**config.mk**
```make
export PLATFORM = sky130hd
export DESIGN_NAME = decode_issue_ctrl
export DESIGN_NICKNAME = d
export VERILOG_FILES = /design/src/rtl/decode_issue_ctrl.sv
export SDC_FILE = /design/constraint.sdc
export NUM_CORES = 1
export LEC_CHECK = 0
export CAP_MARGIN = 20
export CELL_PAD_IN_SITES_DETAIL_PLACEMENT = 1
export CELL_PAD_IN_SITES_GLOBAL_PLACEMENT = 1
export CORE_MARGIN = 2
export CORE_UTILIZATION = 33
export CTS_BUF_LIST = sky130_fd_sc_hd__clkbuf_4 sky130_fd_sc_hd__clkbuf_8 sky130_fd_sc_hd__clkbuf_16
export DETAILED_ROUTE_END_ITERATION = 10
export PLACE_DENSITY_LB_ADDON = 0.12
export SYNTH_ARGS = -nofsm -noshare
export SYNTH_HDL_FRONTEND = slang
export SYNTH_SLANG_ARGS = --single-unit
```
**constraint.sdc**
```tcl
create_clock -name clk_i -period 4 [get_ports clk_i]
set_clock_uncertainty 0.05 [all_clocks]
set_input_delay 0.8 -clock clk_i [delete_from_list [all_inputs] [get_ports clk_i]]
set_output_delay 0.8 -clock clk_i [all_outputs]
set_load 0.02 [all_outputs]
```
**src/rtl/decode_issue_ctrl.sv**
```systemverilog
// decode_issue_ctrl
//
// Multi-cycle issue controller between instruction fetch and a 16-bit datapath.
// Accepts one 32-bit instruction over a valid/ready handshake, latches it, and
// steps through DECODE -> EXEC/MULW/MEM -> WB. Only one instruction is in
// flight at a time.
//
// Ports:
//   clk_i          clock, all state updates on the rising edge
//   rst_i          synchronous active-high reset
//   instr_valid_i  fetch presents an instruction
//   instr_ready_o  controller can accept an instruction (IDLE and not in reset)
//   instr_i        32-bit instruction word
//   rf_ra1_o       register-file read address 1 (Rsrc1)
//   rf_ra2_o       register-file read address 2 (Rsrc2)
//   rf_we_o        register-file write strobe (one-cycle pulse)
//   rf_wa_o        register-file write address
//   wb_sel_o       write-back source: 0 imm, 1 ALU, 2 dmem, 3 rf port 2
//   imm_o          latched imm16
//   alu_op_o       ALU function (opcode[4:0] for ALU opcodes, else 0)
//   dmem_addr_o    data-memory address
//   dmem_re_o      data-memory read strobe
//   dmem_we_o      data-memory write strobe
//   busy_o         high whenever the controller is not IDLE
//   illegal_o      one-cycle pulse on an undefined opcode

module decode_issue_ctrl #(
    parameter int unsigned MUL_LAT = 4
) (
    input  logic        clk_i,
    input  logic        rst_i,
    input  logic        instr_valid_i,
    output logic        instr_ready_o,
    input  logic [31:0] instr_i,
    output logic [4:0]  rf_ra1_o,
    output logic [4:0]  rf_ra2_o,
    output logic        rf_we_o,
    output logic [4:0]  rf_wa_o,
    output logic [1:0]  wb_sel_o,
    output logic [15:0] imm_o,
    output logic [4:0]  alu_op_o,
    output logic [7:0]  dmem_addr_o,
    output logic        dmem_re_o,
    output logic        dmem_we_o,
    output logic        busy_o,
    output logic        illegal_o
);

    localparam logic [5:0] OpLdi      = 6'h00;
    localparam logic [5:0] OpMov      = 6'h01;
    localparam logic [5:0] OpLoad     = 6'h02;
    localparam logic [5:0] OpStore    = 6'h03;
    localparam logic [5:0] OpAluFirst = 6'h04;
    localparam logic [5:0] OpMul      = 6'h07;
    localparam logic [5:0] OpAluLast  = 6'h10;

    localparam logic [1:0] WbImm = 2'd0;
    localparam logic [1:0] WbAlu = 2'd1;
    localparam logic [1:0] WbMem = 2'd2;
    localparam logic [1:0] WbRf2 = 2'd3;

    // MULW counts MUL_LAT-1 down to 0, so it lasts exactly MUL_LAT cycles.
    localparam logic [3:0] MulCntInit = 4'(MUL_LAT - 1);

    typedef enum logic [2:0] {
        StIdle,
        StDecode,
        StExec,
        StMulw,
        StMem,
        StWb
    } state_e;

    state_e      state_q, state_d;
    logic [31:0] instr_q, instr_d;
    logic [3:0]  cnt_q, cnt_d;

    logic rf_we_q, rf_we_d;
    logic dmem_re_q, dmem_re_d;
    logic dmem_we_q, dmem_we_d;
    logic illegal_q, illegal_d;

    logic [5:0] op_q;
    logic [5:0] op_d;
    logic       accept;

    function automatic logic is_alu(input logic [5:0] op);
        return (op >= OpAluFirst) && (op <= OpAluLast);
    endfunction

    function automatic logic is_illegal(input logic [5:0] op);
        return op > OpAluLast;
    endfunction

    assign op_q          = instr_q[31:26];
    assign op_d          = instr_d[31:26];
    assign instr_ready_o = (state_q == StIdle) && !rst_i;
    assign accept        = instr_valid_i && instr_ready_o;

    // Next-state and instruction latch.
    always_comb begin
        state_d = state_q;
        instr_d = instr_q;
        cnt_d   = cnt_q;
        case (state_q)
            StIdle: begin
                if (accept) begin
                    instr_d = instr_i;
                    state_d = StDecode;
                end
            end
            StDecode: begin
                if (op_q == OpLdi || op_q == OpMov) begin
                    state_d = StWb;
                end else if (op_q == OpLoad || op_q == OpStore) begin
                    state_d = StMem;
                end else if (is_alu(op_q)) begin
                    state_d = StExec;
                end else begin
                    state_d = StIdle;
                end
            end
            StExec: begin
                if (op_q == OpMul) begin
                    state_d = StMulw;
                    cnt_d   = MulCntInit;
                end else begin
                    state_d = StWb;
                end
            end
            StMulw: begin
                if (cnt_q == 4'd0) begin
                    state_d = StWb;
                end else begin
                    cnt_d = cnt_q - 4'd1;
                end
            end
            StMem: begin
                state_d = (op_q == OpLoad) ? StWb : StIdle;
            end
            StWb: begin
                state_d = StIdle;
            end
            default: begin
                state_d = StIdle;
            end
        endcase
    end

    // Strobes are decoded from the state being entered and registered, so each
    // is high for exactly the cycle spent in the corresponding state.
    always_comb begin
        rf_we_d   = (state_d == StWb);
        dmem_re_d = (state_d == StMem) && (op_d == OpLoad);
        dmem_we_d = (state_d == StMem) && (op_d == OpStore);
        illegal_d = (state_d == StDecode) && is_illegal(op_d);
    end

    always_ff @(posedge clk_i) begin
        if (rst_i) begin
            state_q   <= StIdle;
            instr_q   <= 32'd0;
            cnt_q     <= 4'd0;
            rf_we_q   <= 1'b0;
            dmem_re_q <= 1'b0;
            dmem_we_q <= 1'b0;
            illegal_q <= 1'b0;
        end else begin
            state_q   <= state_d;
            instr_q   <= instr_d;
            cnt_q     <= cnt_d;
            rf_we_q   <= rf_we_d;
            dmem_re_q <= dmem_re_d;
            dmem_we_q <= dmem_we_d;
            illegal_q <= illegal_d;
        end
    end

    // Field outputs follow the latched instruction and stay stable until the
    // next accept; reset clears the latch so all of them read zero.
    assign rf_ra1_o  = instr_q[4:0];
    assign rf_ra2_o  = instr_q[9:5];
    assign imm_o     = instr_q[15:0];
    assign alu_op_o  = is_alu(op_q) ? op_q[4:0] : 5'd0;
    assign busy_o    = (state_q != StIdle);
    assign rf_we_o   = rf_we_q;
    assign dmem_re_o = dmem_re_q;
    assign dmem_we_o = dmem_we_q;
    assign illegal_o = illegal_q;

    always_comb begin
        wb_sel_o    = WbImm;
        rf_wa_o     = 5'd0;
        dmem_addr_o = 8'd0;
        if (op_q == OpLdi) begin
            wb_sel_o = WbImm;
            rf_wa_o  = instr_q[25:21];
        end else if (op_q == OpMov) begin
            wb_sel_o = WbRf2;
            rf_wa_o  = instr_q[25:21];
        end else if (op_q == OpLoad) begin
            wb_sel_o    = WbMem;
            rf_wa_o     = instr_q[25:21];
            dmem_addr_o = instr_q[7:0];
        end else if (op_q == OpStore) begin
            dmem_addr_o = instr_q[25:18];
        end else if (is_alu(op_q)) begin
            wb_sel_o = WbAlu;
            rf_wa_o  = instr_q[20:16];
        end
    end

endmodule
```
==> results by group <==
Outcome
  – Status: completed

Clock tree
  – Clock transition at the registers of the reported paths: 80 ps
  – H-tree depth: 2
  – CTS sink count: 43
  – CTS Buf Count: 5
  – Root buffer cell: clkbuf_8
  – Post-CTS Resized: 0
  – Hold Buf Count CTS: 0
  – CTS Buffer Depth: 2
  – Clk_lat worst skew: between 200 and 300 ps
  – CTS tree: yes
  – Post-CTS Repair Setup Buffers: 0

Setup path
  – Crit-path max FO: 8
  – Crit path arrival time: 2780 ps
  – Kind of critical path: reg -> out
  – Crit start category: register
  – CP max stage cell: or4_1
  – Critical-path cell list: or4_1 -> nor2_1 -> a22o_1 -> clkdlybuf4s50_1
  – Worst Setup End Kind: output pin
  – Reg2reg setup slack: 1890 ps
  – Worst r2r path cells: 4
  – Slowest cell delay on critical path: 690 ps
  – Worst Path Required: about 3200 ps
  – R2r startpoint: instr_q[31]$_SDFF_PP0_
  – FF-to-FF End: dmem_we_o$_SDFF_PP0_

Floorplan
  – # rows: 29
  – Die H: 85.25 um
  – Core area: 0.006350 mm^2
  – Initial core utilization: 34.31%
  – Die ar.: between 0.007 and 0.008 mm^2
  – # IOs: 87
  – Die X-Extent: 85.25 um

Worst hold path
  – Hold endpoint: instr_q[10]$_SDFFE_PP0P_
  – Hold Crit Depth: 2
  – Hold WC Path Type: reg -> reg
  – Hold Startpoint: instr_q[10]$_SDFFE_PP0P_

Cells and area
  – Final core occ: 47.01%
  – Fillers: around 750
  – Share of layout cells above drive strength 1: between 5 and 6%
  – Commonest cells after routing, fill and taps aside: 86 x clkdlybuf4s50_1, 67 x nand2_1, 43 x dfxtp_1
  – Non-Filler Instances: 401
  – Commonest non-fill, non-tap cell in the layout: clkdlybuf4s50_1
  – Net count, final: 360
  – Antenna Cells: 0
  – Synth-to-Final Area Change: 37.05%

Place
  – Placed wire-length estimate: 4.284 mm
  – Placed Cells: 393
  – Pre-CTS setup slack: a little under 700 ps
  – RD Place Congestion: 0.7783
  – Port buffer count: 86

Synthesis
  – Syn_area_per_cell: 8.128 um^2
  – Net count after synthesis: 305
  – Synthesized flop and latch total: 43
  – Synth cell types: 39
  – Mapped Area: 0.002178 mm^2
  – Synthesis Warnings: 0
  – Post-synth EDFFs: 0
  – Sequential area share after synthesis: 39.52%
  – Most used DFF post-synth: dfxtp_1
  – Async SR Flop Fraction: 0%
  – Cell count after synthesis: 268

Detailed routing
  – Drt drc: 0
  – Via count: between 2,000 and 2,500
  – DR WL/cell: 15.10 um
  – Antenna-violating nets left: 0
  – Wirelength, routed: 6.055 mm
  – Initial DRC count: 71
  – DRT Pass-1 Iters: 4
  – Vias/cell: 5.082

Timing
  – Setup TNS: 0 ps
  – Fmax: 0.2758 GHz
  – Final setup viols: 0
  – RSZ-0062 raised after global routing: no
  – Final setup margin: 374.3 ps
  – Final worst-path cycle share: roughly 91%
  – Final Hold Viols: 0
  – Relative slew margins: a little over half
  – Final Critical Period: 3626 ps
  – Slew of the pin with the lowest slew margin: 706.3 ps
  – Max-slew violation count: 0

Pwr
  – Switch Pwr: 355.8 uW
  – Tot Pwr: 1118 uW
  – Comb power frac: 29.6%
  – Sequential share of power: between 40% and 50%
  – Clk pwr share: 25.3%
  – Leak: 0.001204 uW
  – Int Pwr: 762.0 uW
  – Peak supply drop: 0.0001633 V
  – Pwr Density: 374.4 mW/mm^2
  – Sw Ratio: 31.83%

GRT
  – Global-route wire length before repair: 9.894 mm
  – Vias in the first global route: 2,026
  – All-Layer GR Usage: approximately 17%
  – Grt ovf: 0
  – Largest net degree at the start of global routing: 39
  – Initial antenna violation count: 0

Flow run
  – Max-cap check violation count: 0
## per-layer routing
metal	vias to the layer above	track usage [%]	share of wire, %
li1	995	-	-
met1	980	22.46	46
met2	58	26.85	47
met3	5	4.572	5.7
met4	0	4.762	0.91
met5	-	0	0
## area by class of cell
| type | count | area (um^2) | area share (%) |
|---|---|---|---|
| flip-flops and latches | 43 | 860.8 | 28.83 |
| inverters | 5 | 18.77 | 0.6287 |
| repair buffers | 89 | 883.3 | 29.59 |
| multi-input cells | 179 | 1037 | 34.74 |
| clock inverters | 1 | 5.005 | 0.1676 |
| clock buffers | 7 | 83.83 | 2.808 |
| well taps | 77 | 96.34 | 3.227 |
## worst max-delay path, delay by kind of cell (launching register included)
kind | cells | cell delay (ps)
AOI/OAI and AO/OA | 1 | 230
buffers and inverters | 1 | 610
DFF | 1 | 390
and+or+nand+nor | 2 | 1250
## cell families after synthesis
family / synth area share (%)
buffers and inverters: 12.87
flip-flops: 39.52
multiplexers: 1.436
AND/OR/NAND/NOR: 30.73
AO/OA/AOI/OAI: 14.30
adder cells (fa/ha/maj): 1.149
## worst max-delay path by stage
stage | from | to | slack [ps] | cells after the start
after detailed placement | instr_q[31]$_SDFF_PP0_ | dmem_addr_o[3] | 690 | 4
after floorplan | rst_i | dmem_re_o$_SDFF_PP0_ | 1370 | 5
after global placement | instr_q[31]$_SDFF_PP0_ | dmem_addr_o[1] | 690 | 4
after global routing | instr_q[31]$_SDFF_PP0_ | dmem_addr_o[6] | 210 | 4
after CTS | instr_q[31]$_SDFF_PP0_ | dmem_addr_o[3] | 360 | 4
final | instr_q[31]$_SDFF_PP0_ | dmem_addr_o[6] | 370 | 4
## Yosys cell counts (2+ instances only)
cell       n  area share [%]
a31o_2     3             1.2
clkbuf_1  12             2.1
nor4_1     4             1.1
dfxtp_1   43              40
and2_1     3            0.86
ha_1       2             1.1
inv_1      5            0.86
nor2_1    10             1.7
nand3b_1  27             9.3
or4_1      2            0.69
nand2_1   67              12
a22o_1    14             5.6
buf_2      2            0.46
mux2i_1    2            0.92
nand4_1    2            0.57
a21o_1     3             1.0
nand2b_1   4             1.1
buf_4     26             9.0
a21oi_1   15             3.4
nor3b_1    3             1.0
## registers in the layout, summed over array words and instances (netlist names)
register	count
illegal_o	1
instr_q	32
dmem_re_o	1
cnt_q	4
rf_we_o	1
state_q	3
dmem_we_o	1
## metrics by stage
stage / hold WS, ps / instance area (um^2)
floorplan: 399.8 / 2178
global placement: 413.2 / 2897
detailed placement: 416.0 / 2897
global route: 448.6 / 2985
CTS: 431.7 / 2985
finish: 426.6 / 2985
## power groups by stage
stage / Combinational [uW] / Sequential, uW / Clock (uW)
2_1_floorplan: 220 / 501 / 0
3_3_place_gp: 330 / 514 / 0
3_5_place_dp: 334 / 514 / 0
4_1_cts: 335 / 504 / 299
5_1_grt: 357 / 511 / 317
6_report: 331 / 504 / 283
No activity file was read; power rests on OpenSTA's default activity.
==> edit (same settings) <==
Encoding of `state_e`: now one-hot (6 bits for 6 states).
--- a/src/rtl/decode_issue_ctrl.sv
+++ b/src/rtl/decode_issue_ctrl.sv
@@ -64,9 +64,9 @@
 
-    typedef enum logic [2:0] {
-        StIdle,
-        StDecode,
-        StExec,
-        StMulw,
-        StMem,
-        StWb
+    typedef enum logic [5:0] {
+        StIdle   = 6'b000001,
+        StDecode = 6'b000010,
+        StExec   = 6'b000100,
+        StMulw   = 6'b001000,
+        StMem    = 6'b010000,
+        StWb     = 6'b100000
     } state_e;
Function: same outputs for any inputs over 10 cycles, from zero or initial values and one cycle with rst_i high; not proved beyond that.
==> edit against the original RTL <==
Total power is 0.23% lower. Via count is 4.9% higher. Sequential share of layout area is 0.24 points lower. Final area is 7.9% higher. Sequential cell count is 3 higher. Non-clock buffer count is 1 higher. Sequential power is 3% higher. Clock power is 7.8% higher. Setup slack better by 0.26 ns. First-iteration DRC count is 49% higher. Routed wire length is 10% higher. Global-route usage is 0.24 points higher. Area after synthesis is 9.8% higher. Largest power group unchanged.
==> edit: results (changes against the original RTL) <==
- The data arrival time at the worst-slack endpoint came to 2.51 ns (was 2.78 ns).
- The number of DRC markers in iteration 0 is 106 (was 71).
- The final period utilization is 0.840 (was 0.906).
- The placed wire-length estimate is 4.77 mm (was 4.28 mm).
- The depth of the worst register-to-register path is 5 (was 4).
- The start of the worst register-to-register path was state_q[4] (was instr_q[31]).
- The number of global-route vias before repair is 2077 (was 2026).
- The number of distinct standard cells referenced by the synthesized netlist came to 41 (was 39).
- Top Registers: instr_q x32, state_q x6, cnt_q x4 (was instr_q x32, cnt_q x4, state_q x3).
- The worst-skew pair later-pin latency is 0.31 ns (was 0.29 ns).
- The largest vdd supply drop is 144 uV (was 163 uV).
- The largest net degree at the start of global routing is 48 (was 39).
- The worst setup timing slack at the placement stage is 0.981 ns (was 0.688 ns).
- The end of the worst register-to-register path is instr_q[9] (was dmem_we_o).
- The reported leakage power is 1.23 nW (was 1.20 nW).
- The layout filler cell count was 854 (was 748).
- The proportion of synthesized chip area in sequential cells is 0.385 (was 0.395).
- The fraction of final layout cells with drive strength greater than 1 is 0.0645 (was 0.0556).
- The cell area reported after detailed placement came to 3130 sq um (was 2900 sq um).
- The worst slew margin relative to its limit is 0.566 (was 0.528).
- Result of the run: complete, no violations (unchanged).
- Top area cells in the synthesized netlist: dfxtp_1, nand2_1, nand3b_1, buf_4, mux2i_1 (was dfxtp_1, nand2_1, nand3b_1, buf_4, a22o_1).
- The final net count is 377 (was 360).
- The end point of the worst hold path is instr_q[13] (was instr_q[10]).
- The register-to-register path setup slack came to 2.00 ns (was 1.89 ns).
- The average wire length per cell after detail routing is 15.2 um (was 15.1 um).
- Most numerous cell types in the synthesized netlist: nand2_1, dfxtp_1, nand3b_1, buf_4, nor2_1 (was nand2_1, dfxtp_1, nand3b_1, buf_4, a21oi_1).
- The net count of the mapped netlist is 324 (was 305).
-- edit: changes by cell type in the layout (fill, tap and decap cells not counted), sizes merged, moves of 3 or more --
| cell | unedited run | this run |
|---|---|---|
| nor3b | 3 | 7 |
| dfxtp | 43 | 46 |
| nand2b | 4 | 0 |
| o211ai | 0 | 3 |
| a22o | 14 | 5 |
| a21o | 3 | 0 |
| a21oi | 15 | 10 |
| nor2 | 10 | 20 |
| mux2i | 2 | 11 |
| nor2b | 1 | 5 |
-- edit: cell type report --
cell class	count	share of cell area
clock buffers	6	0.0256
clock inverters	2	0.00389
inverters	3	0.00350
multi-input cells	194	0.366
flip-flops and latches	46	0.286
well taps	99	0.0385
repair buffers	90	0.277
-- edit: logic make-up (layout without fill, tap and decap cells) --
kind of cell,Yosys count,in the layout,synth area share
adders and majority gates,2,2,0.0105
muxes,11,11,0.0460
DFF,46,46,0.385
AOI/OAI and AO/OA,28,28,0.0873
xor gates and xnor gates,2,2,0.00732
and+or+nand+nor,151,151,0.342
buffers and inverters,47,101,0.122
-- edit: worst max-delay path by stage --
stage / from / depth (start not counted) / end / slack (ns)
finish: instr_q[27] / 5 / rf_wa_o[1] / 0.64
CTS: instr_q[27] / 5 / rf_wa_o[1] / 0.63
detailed placement: instr_q[29] / 5 / rf_wa_o[1] / 0.98
global placement: instr_q[27] / 5 / rf_wa_o[1] / 1.01
floorplan: instr_q[26] / 5 / rf_wa_o[0] / 1.60
global route: instr_q[27] / 5 / rf_wa_o[1] / 0.54
-- edit: where the power goes --
| part | switching [mW] | total [mW] | leakage [nW] | internal, mW |
|---|---|---|---|---|
| Sequential | 0.0303 | 0.519 | 0.376 | 0.489 |
| Combinational | 0.148 | 0.291 | 0.807 | 0.143 |
| Clock | 0.166 | 0.305 | 0.0472 | 0.139 |
| Total | 0.344 | 1.12 | 1.23 | 0.771 |
-- edit: per-layer routing --
metal  up-vias  part of all wire  global-route usage
li1       1055                 -                   -
met3         8             0.064              0.0471
met4         0             0.015              0.0488
met1      1010              0.47               0.228
met5         -                 0                   0
met2        64              0.45               0.272
-- edit: critical path: stages (launching register included) --
cell,delay (ns)
dfxtp_1,0.38
or4_4,0.55
a21oi_2,0.19
o31a_2,0.29
a22o_1,0.19
clkdlybuf4s50_1,0.61
-- edit: per-stage QoR --
stage               hold WS (ns)  utilization  instances
global placement           0.404        0.438        432
floorplan                  0.395            -        287
CTS                        0.427        0.451        440
finish                     0.425        0.451        440
detailed placement         0.412        0.438        432
global route               0.455        0.451        440
